[config.mk]
export PLATFORM = sky130hd
export DESIGN_NAME = slinky_seq
export DESIGN_NICKNAME = d
export VERILOG_FILES = /design/src/rtl/slinky_seq.sv
export SDC_FILE = /design/constraint.sdc
export NUM_CORES = 1
export LEC_CHECK = 0
export ABC_AREA = 1
export BUFFER_PORTS_ARGS = -buffer_cell sky130_fd_sc_hd__buf_2
export CORE_MARGIN = 5
export CORE_UTILIZATION = 60
export DETAILED_ROUTE_END_ITERATION = 10
export PLACE_DENSITY = 0.8
export SLEW_MARGIN = 20
export SYNTH_ARGS = -nofsm -noshare
export SYNTH_HDL_FRONTEND = slang
export SYNTH_SLANG_ARGS = --single-unit
[constraint.sdc]
create_clock -name C25M -period 4.97 [get_ports C25M]
set_clock_uncertainty 0.2 [all_clocks]
set_input_delay 0.2485 -clock C25M [delete_from_list [all_inputs] [get_ports C25M]]
set_output_delay 0.2485 -clock C25M [all_outputs]
set_load 0.02 [all_outputs]
[src/rtl/slinky_seq.sv]
// slinky_seq: multi-channel auto-increment SDRAM windows for the Apple II bus.
// One SDRAM access per PHI0 cycle on a 16-phase C25M sequencer, plus refresh.
module slinky_seq #(
  parameter int AW       = 24,
  parameter int NCH      = 2,
  parameter int REF_DIV  = 4,
  parameter int IDLE_REF = 1024
) (
  input  logic        C25M,
  input  logic        RES,
  input  logic        PHI0,
  input  logic        InitDone,
  input  logic [3:0]  RA,
  input  logic        nDEVSEL,
  input  logic        nWE,
  input  logic [7:0]  RDin,
  output logic [7:0]  RDout,
  output logic        RDOE,
  input  logic [7:0]  SDin,
  output logic [7:0]  SDout,
  output logic        SDOE,
  output logic        RCKE,
  output logic        nRCS,
  output logic        nRAS,
  output logic        nCAS,
  output logic        nSWE,
  output logic        DQML,
  output logic        DQMH,
  output logic [1:0]  SBA,
  output logic [12:0] SA
);

  localparam int IW = $clog2(IDLE_REF) + 1;
  localparam logic [23:0] AMASK = 24'hFFFFFF >> (24 - AW);
  localparam logic [7:0]  HPAD  = ~AMASK[23:16];

  // {nRCS, nRAS, nCAS, nSWE}
  localparam logic [3:0] C_NOP = 4'b1111;
  localparam logic [3:0] C_ACT = 4'b0011;
  localparam logic [3:0] C_RD  = 4'b0101;
  localparam logic [3:0] C_WR  = 4'b0100;
  localparam logic [3:0] C_PRE = 4'b0010;
  localparam logic [3:0] C_REF = 4'b0001;

  logic [3:0]    ps_q, ps_d;
  logic [2:0]    sync_q, sync_d;
  logic [IW-1:0] idle_q, idle_d;
  logic [3:0]    rcnt_q, rcnt_d;
  logic          rdue_q, rdue_d;
  logic          icyc_q, icyc_d;
  logic [3:0]    rra_q, rra_d;
  logic          rsel_q, rsel_d;
  logic          rrd_q, rrd_d;
  logic [23:0]   a_q [4];
  logic [23:0]   a_d [4];
  logic [7:0]    rdout_q, rdout_d;
  logic [7:0]    sdout_q, sdout_d;
  logic          rdoe_q, rdoe_d;
  logic          sdoe_q, sdoe_d;
  logic          rcke_q, rcke_d;
  logic [3:0]    cmd_q, cmd_d;
  logic [1:0]    dqm_q, dqm_d;
  logic [1:0]    sba_q, sba_d;
  logic [12:0]   sa_q, sa_d;

  logic        phi_rise, start;
  logic        data, rd, wr;
  logic [1:0]  ch, off;
  logic [23:0] cur, nxt;
  logic [12:0] col;
  logic [7:0]  rbyte;

  always_comb begin
    sync_d   = {sync_q[1:0], PHI0};
    phi_rise = sync_q[1] & ~sync_q[2];
    ps_d     = ps_q;
    idle_d   = idle_q;
    rcnt_d   = rcnt_q;
    rdue_d   = rdue_q;
    icyc_d   = icyc_q;
    rra_d    = rra_q;
    rsel_d   = rsel_q;
    rrd_d    = rrd_q;
    a_d      = a_q;
    rdout_d  = rdout_q;
    sdout_d  = sdout_q;
    rdoe_d   = 1'b0;
    sdoe_d   = 1'b0;
    rcke_d   = 1'b1;
    cmd_d    = C_NOP;
    dqm_d    = 2'b11;
    sba_d    = sba_q;
    sa_d     = sa_q;
    start    = 1'b0;

    if (ps_q == 4'd0) begin
      if (phi_rise) begin
        start  = 1'b1;
        icyc_d = 1'b0;
        rdue_d = (rcnt_q == 4'(REF_DIV - 1));
        rcnt_d = rdue_d ? 4'd0 : rcnt_q + 4'd1;
      end else if (idle_q == IW'(IDLE_REF - 1)) begin
        start  = 1'b1;
        icyc_d = 1'b1;
        rdue_d = 1'b1;
      end
      idle_d = start ? '0 : idle_q + IW'(1);
      ps_d   = start ? 4'd1 : 4'd0;
    end else begin
      ps_d   = ps_q + 4'd1;
      idle_d = '0;
    end

    if (ps_q == 4'd1) begin
      rra_d  = RA;
      rrd_d  = nWE;
      rsel_d = ~nDEVSEL & ~icyc_q & (int'(RA[3:2]) < NCH);
    end

    ch   = rra_d[3:2];
    off  = rra_d[1:0];
    cur  = a_q[ch];
    col  = {3'b001, 1'b0, cur[9:1]};
    data = rsel_d & (off == 2'd3);
    rd   = rsel_d & rrd_d;
    wr   = rsel_d & ~rrd_d;

    if (InitDone) begin
      case (ps_d)
        4'd2: if (data) begin
          cmd_d = C_ACT;
          sba_d = {1'b0, cur[23]};
          sa_d  = cur[22:10];
        end
        4'd3: if (data & rd) begin
          cmd_d = C_RD;
          sa_d  = col;
          dqm_d = {~cur[0], cur[0]};
        end
        4'd9: if (data & wr) begin
          cmd_d  = C_WR;
          sa_d   = col;
          dqm_d  = {~cur[0], cur[0]};
          sdoe_d = 1'b1;
        end
        4'd11: if (rdue_d) begin
          cmd_d = C_PRE;
          sa_d  = 13'h0400;
        end
        4'd12: if (rdue_d) cmd_d = C_REF;
        default: ;
      endcase
    end
    rdoe_d = InitDone & rd & (ps_d >= 4'd6);

    case (off)
      2'd0:    rbyte = cur[7:0];
      2'd1:    rbyte = cur[15:8];
      default: rbyte = cur[23:16] | HPAD;
    endcase

    // slinky carry: bit 7/15 falling on a byte write bumps the next byte up
    nxt = cur;
    case (off)
      2'd0: begin
        nxt[7:0] = RDin;
        if (cur[7] & ~RDin[7]) nxt[23:8] = cur[23:8] + 16'd1;
      end
      2'd1: begin
        nxt[15:8] = RDin;
        if (cur[15] & ~RDin[7]) nxt[23:16] = cur[23:16] + 8'd1;
      end
      default: nxt[23:16] = RDin;
    endcase

    case (ps_q)
      4'd5:  if (rd) rdout_d = data ? SDin : rbyte;
      4'd8:  sdout_d = RDin;
      4'd9:  if (wr & ~data) a_d[ch] = nxt & AMASK;
      4'd10: if (data) a_d[ch] = (cur + 24'd1) & AMASK;
      default: ;
    endcase

    for (int i = NCH; i < 4; i++) a_d[i] = '0;
  end

  always_ff @(posedge C25M or posedge RES) begin
    if (RES) begin
      ps_q    <= '0;
      sync_q  <= '0;
      idle_q  <= '0;
      rcnt_q  <= '0;
      rdue_q  <= 1'b0;
      icyc_q  <= 1'b0;
      rra_q   <= '0;
      rsel_q  <= 1'b0;
      rrd_q   <= 1'b0;
      for (int i = 0; i < 4; i++) a_q[i] <= '0;
      rdout_q <= '0;
      sdout_q <= '0;
      rdoe_q  <= 1'b0;
      sdoe_q  <= 1'b0;
      rcke_q  <= 1'b0;
      cmd_q   <= C_NOP;
      dqm_q   <= 2'b11;
      sba_q   <= '0;
      sa_q    <= '0;
    end else begin
      ps_q    <= ps_d;
      sync_q  <= sync_d;
      idle_q  <= idle_d;
      rcnt_q  <= rcnt_d;
      rdue_q  <= rdue_d;
      icyc_q  <= icyc_d;
      rra_q   <= rra_d;
      rsel_q  <= rsel_d;
      rrd_q   <= rrd_d;
      a_q     <= a_d;
      rdout_q <= rdout_d;
      sdout_q <= sdout_d;
      rdoe_q  <= rdoe_d;
      sdoe_q  <= sdoe_d;
      rcke_q  <= rcke_d;
      cmd_q   <= cmd_d;
      dqm_q   <= dqm_d;
      sba_q   <= sba_d;
      sa_q    <= sa_d;
    end
  end

  assign {nRCS, nRAS, nCAS, nSWE} = cmd_q;
  assign {DQMH, DQML} = dqm_q;
  assign RDout = rdout_q;
  assign RDOE  = rdoe_q;
  assign SDout = sdout_q;
  assign SDOE  = sdoe_q;
  assign RCKE  = rcke_q;
  assign SBA   = sba_q;
  assign SA    = sa_q;

endmodule

==> out/metrics.yaml, run 1 <==
outcome:
  status: "completed"
layout:
  drive_above_1_share_pct: 16.5
  design_area_um2: 8830
  syn2layout_area_growth_pct: 14.7
  antennaDiodeCount: 0
  num-nets-final: 1199
grt:
  grtUsageTotal_pct: 34.1
  grt_first_pass_wirelength_um: 39100
  grt.overflow.total: 0
  antenna_found_initial: 0
  grt_pass1_vias: 7189
  grt_start_max_net_pins: 62
setup_path:
  cp.arrival_ns: 4.35
  required_ns: 5.09
  end_kind: "register"
  crit_type: "register to register"
  reg2reg_depth: 18
  crit_path_max_fanout: 20
  startpoint_type: "register"
clocking:
  ctsResizeCount: 0
  post_cts_buffers: 0
  clock_path_buffers: 2
  root_buffer: "clkbuf_16"
  insertion_delay_ns: 0.43
  cts_tree: "done"
  cts_sinks: 117
  htree_levels: 4
  cts_buffers: 17
  hold_buffers: 16
  clk_pin_slew_ns: 0.06
synth:
  syn_avg_cell_area_um2: 7.05
  synth_area_leaders: "dfrtp_1 36%, nand2_1 17%, nand3_1 7.0%"
  synth_largest_area_cell: "dfrtp_1"
  async_flop_share_pct: 100
  synth-seq-cells: 117
  synth_cell_types: 50
  ys_seq_area_share_pct: 38.1
  syn_area_um2: 7700
  ys.flop_type: "dfrtp_1"
  synth_nets: 1128
  synth_top_area_share_pct: 36.1
  synth-edff-count: 0
  synthCells: 1092
  yosysWarnings: 0
sta:
  fin_setup_tns_ns: 0
  rsz0062_at_grt: "false"
  setup_viol: 0
  tightest_slew_ns: 0.776
  finalHoldViolations: 0
  timing.slew.headroom_pct: 48.2
  drv_slew: 0
  timing.fmax_ghz: 0.236
  layout_min_cycle_time_ns: 4.23
  period_share_pct: 85.2
power_and_ir_drop:
  p_sw_share_pct: 49.4
  ir_drop_mv: 0.306
  p_int_mw: 2.58
  power_leakage_nw: 4.49
  p_switching_mw: 2.53
  share_seq_of_total_power_pct: 25.8
  p_comb_share_pct: 50.6
  powerDensity_nw_per_um2: 579
  power_frac_clock_pct: 23.6
route:
  wl_per_cell_um: 18.2
  initialDrtViolationCount: 1038
  first_pass_iters: 6
  drtAntennaViolNets: 0
  viasPerCell: 5.70
  drc: 0
  vias: 7684
  drt_wl_total_um: 24500
place:
  routabilityCongestion: 1.04
  portBuffers: 64
  dp_hpwl_um: 17900
  placed_cell_area_um2: 8090
die:
  fp.dieW_um: 123
  die_y_um: 123
  rows: 41
  dieArea_um2: 15200
  start_util_pct: 61.0
  fp.coreArea_um2: 12600
  io-pin-count: 66
min_path:
  holdPathStages: 3
  hold_class: "input pin to register"
job:
  max-cap-violations: 0
==> critical path, stage by stage (launching register included) <==
cell,delay (ns)
dfrtp_1,0.41
inv_1,0.11
ha_1,0.42
nand3_1,0.46
nand2_2,0.50
nand2_4,0.20
nor2_1,0.12
nor2_1,0.11
inv_1,0.12
ha_1,0.18
inv_1,0.08
nor2_4,0.14
nand3_1,0.22
nor2_1,0.31
nand3_1,0.12
o211ai_1,0.10
nand2_1,0.16
nand2_1,0.09
nand2_1,0.05
==> cells in the mapped netlist (4+ instances only) <==
master,n
nand2_1,340
inv_1,129
dfrtp_1,111
nand3_1,107
nor2_1,84
o21ai_0,45
a21oi_1,34
o21ai_1,34
nand4_1,20
nor2_2,16
buf_2,15
nor2_4,14
inv_2,13
nand3_2,11
clkbuf_1,10
ha_1,10
nand2_2,9
o221ai_1,8
o22ai_1,8
a22oi_1,6
buf_4,6
dfstp_2,6
xnor2_1,5
xor2_1,5
nand2_4,4
nand3_4,4
nor3_1,4
o211ai_1,4
==> logic make-up after synthesis <==
kind of cell / count (synthesis) / synth area share [%]
compound gates: 151 / 11.4
xor+xnor: 10 / 1.14
fa+ha+maj: 10 / 1.62
buf+inv: 179 / 9.60
flops: 117 / 38.1
other cells: 2 / 0.0975
simple gates: 623 / 38.0
==> layer usage <==
metal	vias up	share of wire, %	GRT usage [%]
li1	3662	-	-
met1	3543	42	48.1
met2	403	44	51.1
met3	76	9.9	8.28
met4	0	3.7	12.5
met5	-	0	0
==> registers in the layout, summed over array words and instances (netlist names), 2 cells and up <==
signal and count:
a_q 48, SA 13, idle_q 11, RDout 8
SDout 8, cmd_q 4, ps_q 4, rcnt_q 4
rra_q 4, sync_q 3, dqm_q 2
==> power by group through the flow <==
stage / Combinational, mW / Sequential [mW] / Clock (mW)
after floorplan: 1.76 / 1.46 / 0
after global placement: 2.48 / 1.33 / 0
after detailed placement: 2.50 / 1.33 / 0
after CTS: 2.53 / 1.31 / 1.21
after global routing: 2.82 / 1.35 / 1.27
final: 2.58 / 1.32 / 1.21
==> cells in the final DEF (no fill, tap or decap), types with 8 or more instances in the layout <==
| cell type | Yosys | layout |
|---|---|---|
| buf_2 | 15 | 64 |
| o21ai_1 | 34 | 34 |
| nor2_4 | 14 | 14 |
| nand4_1 | 20 | 20 |
| dlygate4sd3_1 | 0 | 16 |
| nand3_2 | 11 | 11 |
| o22ai_1 | 8 | 8 |
| o21ai_0 | 45 | 45 |
| clkbuf_16 | 0 | 17 |
| inv_2 | 13 | 13 |
| ha_1 | 10 | 10 |
| dfrtp_1 | 111 | 111 |
| nand2_1 | 340 | 340 |
| nor2_2 | 16 | 16 |
| o221ai_1 | 8 | 8 |
| inv_1 | 129 | 128 |
| nor2_1 | 84 | 84 |
| a21oi_1 | 34 | 34 |
| nand2_2 | 9 | 9 |
| nand3_1 | 107 | 107 |
==> layout make-up <==
type / instances / area [um^2]
Clock buffer: 18 / 439
Clock inverter: 14 / 141
Fill cell: 1034 / 3790
Inverter: 144 / 543
Multi-Input combinational cell: 796 / 4030
Sequential cell: 117 / 2940
Tap cell: 172 / 215
Timing Repair Buffer: 87 / 533
==> path summary, 6_finish.rpt <==
kind / from / endpoint / slack [ns]
min reg2reg: sync_q[0] / sync_q[1] / 0.15
max: ps_q[1] / a_q[64] / 0.74
min in group asynchronous: RES / a_q[65] / 0.34
min: RDin[5] / SDout[5] / 0.03
max reg2reg: ps_q[1] / a_q[64] / 0.74
max in group asynchronous: RES / SA[11] / 3.03
==> stage by stage <==
stage,instances,worst slack (ns),util (%),power (mW),hold slack (ns)
after floorplan,1092,1.43,-,3.21,0.0799
after global placement,1300,0.920,64.1,3.80,0.135
after detailed placement,1300,0.865,64.1,3.83,0.139
after CTS,1348,0.824,70.0,5.06,0.00587
after global routing,1348,0.425,70.0,5.43,0.0286
final,1348,0.736,70.0,5.11,0.0324
(Power assumes the default switching activity.)
==> run 2: changes to the inputs <==
- BUFFER_PORTS_ARGS: -buffer_cell sky130_fd_sc_hd__buf_2 -> -buffer_cell sky130_fd_sc_hd__clkbuf_2
==> run 2 against run 1 <==
  * Core utilization increased by 0.20 points
  * Clock power up 8%
  * Combinational power about the same
  * Critical path depth up 1
  * First-iteration DRC count fell by 8.2%
  * Clock-buffer cell count is 4 higher
  * Setup slack improved by 0.087 ns
  * Critical endpoint is now a_q[86]
  * Largest power group unchanged
==> out/metrics.yaml, run 2 (synthesis results as in run 1) <==
sta:
  layout_min_cycle_time_ns: 4.15  # was 4.23 ns
  holdWs_ns: 0.00951  # was 0.0324 ns
  period_share_pct: 83.4  # was 85.2%
  timing.slew.headroom_pct: 44.0  # was 48.2%
  setup_viol: 0  # unchanged
  drv_slew: 0  # unchanged
  timing.fmax_ghz: 0.241  # was 0.236 GHz
  finalHoldViolations: 0  # unchanged
  tightest_slew_ns: 0.840  # was 0.776 ns
  fin_setup_tns_ns: 0  # unchanged
  rsz0062_at_grt: "false"  # unchanged
layout:
  final_cell_mix: "340 x nand2_1, 128 x inv_1, 111 x dfrtp_1"  # unchanged
  num-nets-final: 1197  # was 1199
  nFillCells: 1064  # was 1034
  largest_reg_flops: 48  # unchanged
  final_common_cell: "nand2_1"  # unchanged
  instances_no_fill: 1344  # was 1348
  design_area_um2: 8860  # was 8830 um^2
  top_register: "a_q"  # unchanged
  syn2layout_area_growth_pct: 15.0  # was 14.7%
  ff_latch_area_um2: 2940  # unchanged
  fin_util_pct: 70.2  # was 70.0%
  antennaDiodeCount: 0  # unchanged
  multiInputGateArea_um2: 4030  # unchanged
  drive_above_1_share_pct: 16.1  # was 16.5%
clocking:
  root_buffer: "clkbuf_16"  # unchanged
  post_cts_buffers: 0  # unchanged
  cts_tree: "done"  # unchanged
  cts_buffers: 17  # unchanged
  ctsResizeCount: 0  # unchanged
  insertion_delay_ns: 0.43  # about the same
  hold_buffers: 15  # was 16
  clk_pin_slew_ns: 0.06  # about the same
  cts_sinks: 117  # unchanged
  clock_path_buffers: 2  # unchanged
  htree_levels: 4  # unchanged
route:
  first_pass_iters: 7  # was 6
  drtAntennaViolNets: 0  # unchanged
  drt_wl_total_um: 24500  # about the same
  viasPerCell: 5.76  # was 5.70
  initialDrtViolationCount: 953  # was 1038
  drc: 0  # unchanged
  vias: 7737  # was 7684
  wl_per_cell_um: 18.2  # about the same
grt:
  grt_first_pass_wirelength_um: 39000  # was 39100 um
  grt.overflow.total: 0  # unchanged
  grtUsageTotal_pct: 34.0  # was 34.1%
  grt_start_max_net_pins: 72  # was 62
  antenna_found_initial: 0  # unchanged
  grt_pass1_vias: 7381  # was 7189
min_path:
  hold_class: "input pin to register"  # unchanged
  holdPathEnd: "SDout[0]"  # was SDout[5]
  holdPathStages: 3  # unchanged
  worstHoldStart: "RDin[0]"  # was RDin[5]
die:
  start_util_pct: 61.0  # unchanged
  fp.coreArea_um2: 12600  # unchanged
  io-pin-count: 66  # unchanged
  rows: 41  # unchanged
  fp.dieW_um: 123  # unchanged
  die_y_um: 123  # unchanged
  dieArea_um2: 15200  # unchanged
place:
  placed_cell_area_um2: 8080  # was 8090 um^2
  routabilityCongestion: 1.09  # was 1.04
  dp_hpwl_um: 17800  # was 17900 um
  dp.cells: 1299  # was 1300
  portBuffers: 64  # unchanged
outcome:
  status: "completed"  # unchanged
job:
  max-cap-violations: 0  # unchanged
power_and_ir_drop:
  power_leakage_nw: 4.49  # about the same
  powerDensity_nw_per_um2: 589  # was 579 nW/um^2
  ir_drop_mv: 0.413  # was 0.306 mV
setup_path:
  startpoint_type: "register"  # unchanged
  r2r_slack_ns: 0.82  # was 0.74 ns
  end_kind: "register"  # unchanged
  required_ns: 5.13  # was 5.09 ns
  cp.arrival_ns: 4.30  # was 4.35 ns
  crit_type: "register to register"  # unchanged
  reg2reg_to: "a_q[86]"  # was a_q[64]
  r2r-start: "ps_q[1]"  # unchanged
  crit_path_max_fanout: 20  # unchanged
  reg2reg_depth: 19  # was 18
## run 2: area by class of cell
cell class	instances	share of cell area (%)
Sequential cell	117	33.1
Inverter	144	6.13
Clock inverter	8	1.68
Timing Repair Buffer	85	5.82
Multi-Input combinational cell	796	45.4
Tap cell	172	2.43
Clock buffer	22	5.35
## run 2: metal layers
metal  vias to the layer above  GRT usage (%)  part of all wire (%)
met2                       475           51.1                    43
met3                        96           11.2                    13
met4                         0           17.4                   4.7
met5                         -              0                     0
li1                       3648              -                     -
met1                      3518           43.8                    39
## run 2: worst max-delay path: stages (launching register included)
cell and delay, ns:
dfrtp_1 0.40, inv_1 0.11, ha_1 0.41, nand3_1 0.51, nand2_2 0.54, nand2_4 0.18, nor2_1 0.12, nor2_1 0.11
inv_1 0.12, ha_1 0.16, inv_1 0.06, nor2_4 0.15, nand2_1 0.14, nor2_4 0.18, nand2_1 0.14, o21ai_1 0.15
nand3_1 0.08, nand2_1 0.16, nand2_1 0.06, nand2_1 0.07
## run 2: where the power goes
part / switching (mW) / internal (mW)
combinational: 1.91 / 0.662
clock: 0.439 / 0.872
sequential: 0.126 / 1.20
## run 2: worst max-delay path by stage
stage | from | endpoint | slack (ns) | depth (start not counted)
after floorplan | RES | RCKE | 1.43 | 1
after global placement | ps_q[1] | a_q[86] | 1.07 | 19
after detailed placement | ps_q[1] | a_q[86] | 1.01 | 19
after CTS | ps_q[1] | a_q[86] | 0.95 | 19
after global routing | ps_q[1] | a_q[62] | 0.55 | 19
final | ps_q[1] | a_q[86] | 0.82 | 19
## run 2: per-stage QoR
stage	worst slack [ns]	power (mW)
finish	0.823	5.21
global route	0.552	5.53
CTS	0.954	5.15
detailed placement	1.01	3.81
global placement	1.07	3.79
floorplan	1.43	3.21
